$ cat src/rtl/stopwatch_lap_if.sv
// Key inputs and display/status outputs of the stopwatch_lap core.
// master: key driver / display consumer; slave: the stopwatch core.
interface stopwatch_lap_if #(
   parameter int unsigned LAP_DEPTH = 4
);
   localparam int unsigned IDX_W = (LAP_DEPTH > 1) ? $clog2(LAP_DEPTH) : 1;
   localparam int unsigned CNT_W = $clog2(LAP_DEPTH + 1);

   logic             key_start_pause;
   logic             key_lap;
   logic             key_clear;
   logic [23:0]      disp_bcd;
   logic             running;
   logic             recall_active;
   logic [IDX_W-1:0] recall_idx;
   logic [CNT_W-1:0] lap_count;
   logic             lap_full;
   logic             overflow;

   modport master (
      output key_start_pause, key_lap, key_clear,
      input  disp_bcd, running, recall_active, recall_idx, lap_count, lap_full, overflow
   );

   modport slave (
      input  key_start_pause, key_lap, key_clear,
      output disp_bcd, running, recall_active, recall_idx, lap_count, lap_full, overflow
   );
endinterface

$ cat src/rtl/stopwatch_lap.sv
// Stopwatch core: key debounce, MM:SS.CC BCD counter, lap buffer with recall.
// Optional macro STOPWATCH_OVF_STOP_EN: freeze at 59:59.99 and flag overflow
// instead of wrapping to 00:00.00.
module stopwatch_lap #(
   parameter int unsigned TICK_DIV        = 500000,
   parameter int unsigned DEBOUNCE_CYCLES = 1000000,
   parameter int unsigned LAP_DEPTH       = 4
) (
   input logic            clk,
   input logic            reset,
   stopwatch_lap_if.slave sw
);
   localparam int unsigned TICK_W = $clog2(TICK_DIV);
   localparam int unsigned DB_W   = $clog2(DEBOUNCE_CYCLES + 1);
   localparam int unsigned IDX_W  = (LAP_DEPTH > 1) ? $clog2(LAP_DEPTH) : 1;
   localparam int unsigned CNT_W  = $clog2(LAP_DEPTH + 1);
   localparam int unsigned NKEY   = 3;
   localparam int unsigned K_CLR  = 0;
   localparam int unsigned K_START = 1;
   localparam int unsigned K_LAP  = 2;
`ifdef STOPWATCH_OVF_STOP_EN
   localparam logic [23:0] TIME_MAX = 24'h595999;
`endif

   typedef enum logic [1:0] {S_IDLE, S_RUN, S_PAUSE, S_RECALL} state_e;

   state_e           state_q, state_d;
   logic             ret_pause_q, ret_pause_d;
   logic [TICK_W-1:0] tick_q, tick_d;
   logic [23:0]      time_q, time_d;
   logic [23:0]      lap_q [LAP_DEPTH];
   logic [23:0]      lap_d [LAP_DEPTH];
   logic [CNT_W-1:0] lap_cnt_q, lap_cnt_d;
   logic [IDX_W-1:0] idx_q, idx_d;
   logic             ovf_q, ovf_d;
   logic [23:0]      disp_q, disp_d;
   logic             running_q, running_d;
   logic             recall_q, recall_d;
   logic             lap_full_q, lap_full_d;
   logic [DB_W-1:0]  db_q [NKEY];
   logic [DB_W-1:0]  db_d [NKEY];

   logic [NKEY-1:0]  key_n_c;
   logic [NKEY-1:0]  press_c;
   logic             clr_ev, st_ev, lap_ev;
   logic             tick_c, lap_full_c, clear_all, limit_hit;
   logic [23:0]      lap_sel;

   assign key_n_c = {sw.key_lap, sw.key_start_pause, sw.key_clear};

   // BCD increment with per-digit limits; wraps 59:59.99 to 00:00.00
   function automatic logic [23:0] bcd_inc(input logic [23:0] t);
      logic [23:0] r;
      logic        carry;
      logic [3:0]  lim;
      r     = t;
      carry = 1'b1;
      for (int i = 0; i < 6; i++) begin
         lim = (i == 3 || i == 5) ? 4'd5 : 4'd9;
         if (carry) begin
            if (r[4*i +: 4] == lim) begin
               r[4*i +: 4] = 4'd0;
            end else begin
               r[4*i +: 4] = r[4*i +: 4] + 4'd1;
               carry       = 1'b0;
            end
         end
      end
      return r;
   endfunction

   // Debounce: count consecutive low samples, pulse once on reaching the limit
   always_comb begin
      press_c = '0;
      for (int k = 0; k < int'(NKEY); k++) begin
         db_d[k] = db_q[k];
         if (key_n_c[k]) begin
            db_d[k] = '0;
         end else if (db_q[k] != DB_W'(DEBOUNCE_CYCLES)) begin
            db_d[k]    = db_q[k] + DB_W'(1);
            press_c[k] = (db_q[k] == DB_W'(DEBOUNCE_CYCLES - 1));
         end
      end
   end

   // Next-state, time, lap buffer and output computation
   always_comb begin
      state_d     = state_q;
      ret_pause_d = ret_pause_q;
      tick_d      = tick_q;
      time_d      = time_q;
      lap_d       = lap_q;
      lap_cnt_d   = lap_cnt_q;
      idx_d       = idx_q;
      ovf_d       = ovf_q;
      clear_all   = 1'b0;
      limit_hit   = 1'b0;

      clr_ev = press_c[K_CLR];
      st_ev  = press_c[K_START] & ~press_c[K_CLR] & ~ovf_q;
      lap_ev = press_c[K_LAP] & ~press_c[K_START] & ~press_c[K_CLR];

      tick_c     = (state_q == S_RUN) && (tick_q == TICK_W'(TICK_DIV - 1));
      lap_full_c = (lap_cnt_q == CNT_W'(LAP_DEPTH));

      if (state_q == S_RUN) begin
         tick_d = tick_c ? '0 : tick_q + TICK_W'(1);
      end

      if (tick_c) begin
`ifdef STOPWATCH_OVF_STOP_EN
         if (time_q == TIME_MAX) begin
            limit_hit = 1'b1;
            ovf_d     = 1'b1;
         end else begin
            time_d = bcd_inc(time_q);
         end
`else
         time_d = bcd_inc(time_q);
`endif
      end

      case (state_q)
         S_IDLE: begin
            if (clr_ev) begin
               clear_all = 1'b1;
            end else if (st_ev) begin
               state_d = S_RUN;
            end else if (lap_ev && lap_cnt_q != '0) begin
               state_d     = S_RECALL;
               idx_d       = '0;
               ret_pause_d = 1'b0;
            end
         end
         S_RUN: begin
            if (st_ev) begin
               state_d = S_PAUSE;
            end else if (lap_ev && !lap_full_c) begin
               // capture the pre-tick time into the next free slot
               for (int i = 0; i < int'(LAP_DEPTH); i++) begin
                  if (lap_cnt_q == CNT_W'(i)) lap_d[i] = time_q;
               end
               lap_cnt_d = lap_cnt_q + CNT_W'(1);
            end
         end
         S_PAUSE: begin
            if (clr_ev) begin
               clear_all = 1'b1;
               state_d   = S_IDLE;
            end else if (st_ev) begin
               state_d = S_RUN;
            end else if (lap_ev && lap_cnt_q != '0) begin
               state_d     = S_RECALL;
               idx_d       = '0;
               ret_pause_d = 1'b1;
            end
         end
         S_RECALL: begin
            if (clr_ev) begin
               clear_all = 1'b1;
               state_d   = S_IDLE;
            end else if (st_ev) begin
               state_d = S_RUN;
               idx_d   = '0;
            end else if (lap_ev) begin
               if (CNT_W'(idx_q) + CNT_W'(1) == lap_cnt_q) begin
                  state_d = ret_pause_q ? S_PAUSE : S_IDLE;
                  idx_d   = '0;
               end else begin
                  idx_d = idx_q + IDX_W'(1);
               end
            end
         end
         default: state_d = S_IDLE;
      endcase

      if (limit_hit) state_d = S_PAUSE;

      if (clear_all) begin
         time_d    = '0;
         tick_d    = '0;
         lap_cnt_d = '0;
         idx_d     = '0;
         ovf_d     = 1'b0;
      end

      lap_sel = '0;
      for (int i = 0; i < int'(LAP_DEPTH); i++) begin
         if (idx_q == IDX_W'(i)) lap_sel = lap_q[i];
      end

      disp_d     = (state_q == S_RECALL) ? lap_sel : time_q;
      running_d  = (state_d == S_RUN);
      recall_d   = (state_d == S_RECALL);
      lap_full_d = (lap_cnt_d == CNT_W'(LAP_DEPTH));
   end

   // State and datapath registers with synchronous reset
   always_ff @(posedge clk) begin
      if (reset) begin
         state_q     <= S_IDLE;
         ret_pause_q <= 1'b0;
         tick_q      <= '0;
         time_q      <= '0;
         lap_cnt_q   <= '0;
         idx_q       <= '0;
         ovf_q       <= 1'b0;
         disp_q      <= '0;
         running_q   <= 1'b0;
         recall_q    <= 1'b0;
         lap_full_q  <= 1'b0;
         for (int i = 0; i < int'(LAP_DEPTH); i++) lap_q[i] <= '0;
         for (int k = 0; k < int'(NKEY); k++) db_q[k] <= '0;
      end else begin
         state_q     <= state_d;
         ret_pause_q <= ret_pause_d;
         tick_q      <= tick_d;
         time_q      <= time_d;
         lap_cnt_q   <= lap_cnt_d;
         idx_q       <= idx_d;
         ovf_q       <= ovf_d;
         disp_q      <= disp_d;
         running_q   <= running_d;
         recall_q    <= recall_d;
         lap_full_q  <= lap_full_d;
         for (int i = 0; i < int'(LAP_DEPTH); i++) lap_q[i] <= lap_d[i];
         for (int k = 0; k < int'(NKEY); k++) db_q[k] <= db_d[k];
      end
   end

   assign sw.disp_bcd      = disp_q;
   assign sw.running       = running_q;
   assign sw.recall_active = recall_q;
   assign sw.recall_idx    = idx_q;
   assign sw.lap_count     = lap_cnt_q;
   assign sw.lap_full      = lap_full_q;
   assign sw.overflow      = ovf_q;
endmodule

$ cat src/flat_wrapper.sv
// flat-port wrapper written by rule: the top's interface ports become plain ports
module stopwatch_lap_flat 
#(
   parameter int unsigned TICK_DIV        = 500000,
   parameter int unsigned DEBOUNCE_CYCLES = 1000000,
   parameter int unsigned LAP_DEPTH       = 4
)
  (clk, reset, sw_key_start_pause, sw_key_lap, sw_key_clear, sw_disp_bcd, sw_running, sw_recall_active, sw_recall_idx, sw_lap_count, sw_lap_full, sw_overflow);
  stopwatch_lap_if #(.LAP_DEPTH(LAP_DEPTH)) sw_i ();
  input logic clk;
  input logic reset;
  input wire logic [$bits(sw_i.key_start_pause)-1:0] sw_key_start_pause;
  input wire logic [$bits(sw_i.key_lap)-1:0] sw_key_lap;
  input wire logic [$bits(sw_i.key_clear)-1:0] sw_key_clear;
  output wire logic [$bits(sw_i.disp_bcd)-1:0] sw_disp_bcd;
  output wire logic [$bits(sw_i.running)-1:0] sw_running;
  output wire logic [$bits(sw_i.recall_active)-1:0] sw_recall_active;
  output wire logic [$bits(sw_i.recall_idx)-1:0] sw_recall_idx;
  output wire logic [$bits(sw_i.lap_count)-1:0] sw_lap_count;
  output wire logic [$bits(sw_i.lap_full)-1:0] sw_lap_full;
  output wire logic [$bits(sw_i.overflow)-1:0] sw_overflow;
  assign sw_i.key_start_pause = sw_key_start_pause;
  assign sw_i.key_lap = sw_key_lap;
  assign sw_i.key_clear = sw_key_clear;
  assign sw_disp_bcd = sw_i.disp_bcd;
  assign sw_running = sw_i.running;
  assign sw_recall_active = sw_i.recall_active;
  assign sw_recall_idx = sw_i.recall_idx;
  assign sw_lap_count = sw_i.lap_count;
  assign sw_lap_full = sw_i.lap_full;
  assign sw_overflow = sw_i.overflow;
  stopwatch_lap #(.TICK_DIV(TICK_DIV), .DEBOUNCE_CYCLES(DEBOUNCE_CYCLES), .LAP_DEPTH(LAP_DEPTH)) u_core (.clk(clk), .reset(reset), .sw(sw_i));
endmodule
$ cat config.mk
export PLATFORM = sky130hd
export DESIGN_NAME = stopwatch_lap_flat
export DESIGN_NICKNAME = d
export VERILOG_FILES = /design/src/rtl/stopwatch_lap_if.sv /design/src/rtl/stopwatch_lap.sv /design/src/flat_wrapper.sv
export SDC_FILE = /design/constraint.sdc
export NUM_CORES = 1
export LEC_CHECK = 0
export BUFFER_PORTS_ARGS = -buffer_cell sky130_fd_sc_hd__buf_2
export CAP_MARGIN = 20
export CORE_ASPECT_RATIO = 1.4
export CORE_MARGIN = 2
export CORE_UTILIZATION = 40
export DETAILED_ROUTE_END_ITERATION = 7
export PLACE_DENSITY = 0.53
export REMOVE_ABC_BUFFERS = 1
export SYNTH_ARGS = -nofsm -noshare
export SYNTH_HDL_FRONTEND = slang
export SYNTH_SLANG_ARGS = --single-unit
$ cat constraint.sdc
create_clock -name clk -period 5.1 [get_ports clk]
set_input_delay 0 -clock clk [delete_from_list [all_inputs] [get_ports clk]]
set_output_delay 0 -clock clk [all_outputs]
set_load 0.03 [all_outputs]
==> results.txt, run 1 <==
Crit path DAT = 3.42 ns
Die W = 141 um
Crit path launch type = flop
Initial DRC Count = 567
Sink Count = 234
Yosys cell types = 53
Wire per inst = 15.4 um
First-pass GRT wire length = 41.9 mm
Nets = 1349
Max_cap viols = 0
DP Area = 0.0108 mm^2
Via density per instance = 5.26
Most frequent cell after synthesis = nand2_1
Fmax = 336 MHz
Placed Cells = 1622
Area leader, netlist = dfxtp_1
Dominant cells by area after synthesis = dfxtp_1 (45%), nand2_1 (10%), a21oi_1 (8.2%)
Leakage power = 3.97 nW
Initial antenna violation count = 0
DPL Wire Length = 15.7 mm
N_diodes = 0
H-tree depth = 1
Clock transition at path regs = 0.06 ns
Number of global-route vias before repair = 8362
Final Cell Area = 0.0117 mm^2
Layout area overhead = 11.6%
Post-synth EDFFs = 0
Pwr dens = 310 mW/mm^2
Final Wtd Congestion = 0.833
Initial Util = 40.4%
Tot GR Track Use = 18.3%
Die height = 196 um
Port Buffer Count = 36
Final period util = 58.3%
FFs w/ async S/R, synth = 0%
Detailed Routing Iterations Pass 1 = 5
Post-CTS Resized = 0
Core area = 0.0259 mm^2
Slew @ Worst Pin = 1.07 ns
Worst Path Max Fanout = 15
Final Max Tran Viols = 0
Gate Count Post-Synth = 1337
Die footprint = 0.0275 mm^2
Crit path time final = 2.97 ns
Final WL = 25.6 mm
# DRC = 0
Yosys reg bits = 234
Largest net degree at the start of global routing = 78
Crit. End Element = flop
Mapped Area = 0.0105 mm^2
Hold Fails Final Rpt = 0
Setup TNS = 0 ns
Status = finished, final reports clean
Global route overflow = 0
Row count = 70
Worst Path Required = 5.55 ns
Register area share after synthesis = 44.7%
I/O pin cnt = 38
Maximum vdd drop = 0.000217 V
Mean area per synthesized cell = 7.84 um^2
Synth warnings = 0
Layout cells sized above 1 = 7.95%
Post-synth top cells = nand2_1 (280), dfxtp_1 (234), a21oi_1 (171)
Top_reg_cell synth = dfxtp_1
CTS tree = yes
Clock latency at the later pin of the worst-skew pair = 0.51 ns
Clock Skews = 0.0103 ns
Final setup vio count = 0
CTS root buf = clkbuf_16
Total CTS buffers = 25
RSZ-0062 raised after global routing = no
Critical path class = reg -> reg
Worst Hold Class = in -> reg
Post-synth top area share = 44.7%
Layout Cells excl Fill = 1670
Deepest clock path buffer count = 3
Via count = 8792
Antenna Nets Post-Route = 0
Worst slew margin = 28.4%
[report_power, final]
group          total [mW]  switching (mW)  internal [mW]
clock                1.75           0.721           1.03
sequential           1.83         0.00219           1.83
combinational      0.0483          0.0389        0.00945
[repair_timing]
item | in CTS | in global routing
endpoints found under the hold margin | 11 | 0
setup buffers | 0 | 0
hold buffers | 1 | 0
[state kept, by name, indices dropped and copies added (netlist names)]
register	count
u_core.db_q	60
u_core.lap_q	96
u_core.ret_pause_q	1
u_core.state_q	2
u_core.sw.disp_bcd	24
u_core.sw.lap_count	3
u_core.sw.lap_full	1
u_core.sw.recall_active	1
u_core.sw.recall_idx	2
u_core.sw.running	1
u_core.tick_q	19
u_core.time_q	24
[critical path: stages, from the launching register on]
cell,delay (ns)
dfxtp_1,0.37
ha_1,0.16
nand3b_1,0.12
or4_4,0.59
nor4b_4,0.81
nand4_2,0.28
or4b_1,0.52
nand2_1,0.07
[placed cells by master, fill, tap and decap left out, types with 16 or more instances in the layout]
master / instances
nand3b_1: 25
dfxtp_1: 234
and3_1: 16
xor2_1: 46
nand3_1: 34
nor2b_1: 19
inv_1: 27
buf_2: 35
o21ai_0: 34
a21oi_1: 171
nand4_1: 28
o211ai_1: 19
xnor2_1: 33
nand2_1: 280
clkbuf_16: 25
nor2_1: 142
[final cells by class]
class	instances	area [um^2]
inverters	27	101
flip-flops and latches	234	4680
repair buffers	52	338
fillers	2660	14200
well taps	324	405
clock inverters	6	30.0
multi-input cells	988	5370
clock buffers	39	768
[kinds of logic (layout without fill, tap and decap cells)]
group                      Yosys count  in the layout  synth area share [%]
xor gates and xnor gates            79             79                  6.60
other                                1              1                0.0358
muxes                                8              8                 0.764
and+or+nand+nor                    628            628                  28.2
DFF                                234            234                  44.7
AOI/OAI and AO/OA                  256            256                  13.5
buffers and inverters              115            124                  4.27
adders and majority gates           16             16                  1.91
[layer usage]
metal	share of wire, %	up-vias	global-route usage (%)
met3	4.6	35	2.89
met4	1.9	0	4.74
met5	0	-	0
met1	44	4092	22.3
met2	50	171	33.5
li1	-	4494	-
[through the flow]
step                      hold WS, ns  util (%)  worst slack [ns]  total power [mW]
final                          0.0509      45.1              2.13              3.63
after global placement          0.434      41.8              2.20              1.92
after floorplan                0.0691         -              2.10              1.89
after detailed placement        0.434      41.8              2.15              1.92
after global routing           0.0864      45.1              1.94              3.77
after CTS                      0.0396      44.9              2.12              3.69
[final timing paths]
path	slack [ns]	start	end	depth (start not counted)
worst max-delay path	2.13	u_core.tick_q[0]$_SDFFE_PP0N_	u_core.time_q[23]$_SDFFE_PP0P_	7
worst max register to register	2.13	u_core.tick_q[0]$_SDFFE_PP0N_	u_core.time_q[23]$_SDFFE_PP0P_	7
worst min register to register	0.45	u_core.lap_q[72]$_SDFFE_PP0P_	u_core.lap_q[72]$_SDFFE_PP0P_	2
worst min-delay path	0.05	sw_key_start_pause	u_core.db_q[0][26]$_SDFFE_PP0N_	3
Power figures use the tool's default switching activity.
==> run 2, diff against run 1 <==
==> constraint.sdc (replaced) <==
create_clock -name clk -period 2.8 [get_ports clk]
set_input_delay 0 -clock clk [delete_from_list [all_inputs] [get_ports clk]]
set_output_delay 0 -clock clk [all_outputs]
set_load 0.03 [all_outputs]
==> run 2 against run 1 <==
Worst setup slack worse by 1.8 ns. Non-clock buffer count up 19. Highest routed layer unchanged. Hold slack worse by 0.0069 ns. Design area up 1.6%.
==> results.txt, run 2 (same netlist as run 1, synthesis figures left out) <==
Clock latency at the later pin of the worst-skew pair = 0.52 ns
Setup TNS = 0 ns
Leakage power = 4.07 nW
Nets = 1367
Clock Skews = 0.0150 ns
Critical path origin = u_core.tick_q[0]$_SDFFE_PP0N_
Worst Hold Class = in -> reg
Layout Cells excl Fill = 1685
CTS root buf = clkbuf_16
Clock transition at path regs = 0.06 ns
Initial antenna violation count = 0
Largest regs = u_core.lap_q: 96 flops, u_core.db_q: 60 flops
DPL Wire Length = 16.3 mm
Worst Path Required = 3.24 ns
Wire per inst = 15.2 um
CTS tree = yes
Crit path time final = 2.50 ns
Largest net degree at the start of global routing = 83
Die W = 141 um
Placed Cells = 1643
Worst slew margin = 55.8%
Final Wtd Congestion = 0.800
Top reg by flops = u_core.lap_q
Antenna Nets Post-Route = 0
First-pass GRT wire length = 42.5 mm
Via density per instance = 5.26
Final setup vio count = 0
Layout area overhead = 13.3%
I/O pin cnt = 38
Core area = 0.0259 mm^2
Max_cap viols = 0
Finished Core Util = 45.8%
H-tree depth = 1
Final WL = 25.6 mm
Final Cell Area = 0.0119 mm^2
Number of global-route vias before repair = 8445
Status = finished, final reports clean
Pwr dens = 567 mW/mm^2
Final period util = 89.1%
Fmax = 401 MHz
Worst Path Max Fanout = 14
Final Max Tran Viols = 0
Layout cells sized above 1 = 8.82%
Commonest non-fill, non-tap cells in the layout = nand2_1 (280), dfxtp_1 (234), a21oi_1 (171)
Tot GR Track Use = 18.6%
Initial Util = 40.4%
Deepest clock path buffer count = 3
# DRC = 0
Detailed Routing Iterations Pass 1 = 5
Post-CTS Resized = 0
Crit path DAT = 2.94 ns
Die footprint = 0.0275 mm^2
Via count = 8861
Port Buffer Count = 36
Commonest non-fill, non-tap cell in the layout = nand2_1
Row count = 70
Initial DRC Count = 508
Worst R2R Start = u_core.tick_q[0]$_SDFFE_PP0N_
Maximum vdd drop = 0.000419 V
Critical path class = reg -> reg
Crit path launch type = flop
Sink Count = 234
Slew @ Worst Pin = 0.661 ns
# Post-CTS Setup Buffers = 0
Total CTS buffers = 24
Max reg flops = 96
Hold Fails Final Rpt = 0
Die height = 196 um
RSZ-0062 raised after global routing = no
DP Area = 0.0111 mm^2
Crit. End Element = flop
Global route overflow = 0
N_diodes = 0
Hold path start = sw_key_clear
## run 2: cell types whose count changed in the layout (fill, tap and decap cells not counted)
cell / change
clkinv_2: -6
buf_16: -1
clkbuf_1: +2
clkbuf_8: -2
bufinv_16: +2
buf_12: +4
buf_4: +16
## run 2: per-layer routing
metal	global-route usage, %	wire, um	vias to the layer above
met5	0	0	-
met4	6.26	707	0
met3	2.43	1030	45
li1	-	-	4516
met2	33.6	12800	141
met1	22.6	11000	4159
## run 2: what timing repair did
| action | in CTS | in global routing |
|---|---|---|
| hold buffers | 1 | 0 |
| hold endpoints to repair | 9 | 0 |
| setup endpoints to repair | 0 | 0 |
## run 2: final timing paths
path | depth (start not counted) | end | slack, ns
max | 8 | u_core.time_q[17]$_SDFFE_PP0P_ | 0.30
min reg2reg | 2 | u_core.lap_q[42]$_SDFFE_PP0P_ | 0.45
max reg2reg | 8 | u_core.time_q[17]$_SDFFE_PP0P_ | 0.30
min | 3 | u_core.db_q[0][10]$_SDFFE_PP0N_ | 0.04
## run 2: final cells by class
| cell class | instances | area, um^2 |
|---|---|---|
| Sequential cell | 234 | 4680 |
| Timing Repair Buffer | 71 | 510 |
| Multi-Input combinational cell | 988 | 5370 |
| Tap cell | 324 | 405 |
| Inverter | 27 | 101 |
| Clock buffer | 39 | 748 |
| Clock inverter | 2 | 60.1 |
| Fill cell | 2621 | 14000 |
## run 2: through the flow
stage               setup WS (ns)  total power [mW]  hold WS, ns
finish                      0.304              6.73       0.0440
floorplan                  -0.201              3.45       0.0691
detailed placement          0.342              3.50        0.350
CTS                         0.310              6.82       0.0504
global route                0.125              6.96       0.0939
global placement            0.354              3.51        0.347
## run 2: where the power goes
part           total, mW  switching [mW]  internal, mW
Combinational     0.0933          0.0714        0.0220
Clock               3.30            1.31          1.99
Sequential          3.34         0.00402          3.33
Total               6.73            1.38          5.35
## run 2: critical path, cell delays in order (launching register included)
cell and delay (ns):
dfxtp_1 0.37, ha_1 0.16, nand3b_1 0.12, or4_4 0.60, nor4b_4 0.32, buf_4 0.26, nand3_1 0.13, or3_1 0.33
a21oi_1 0.13
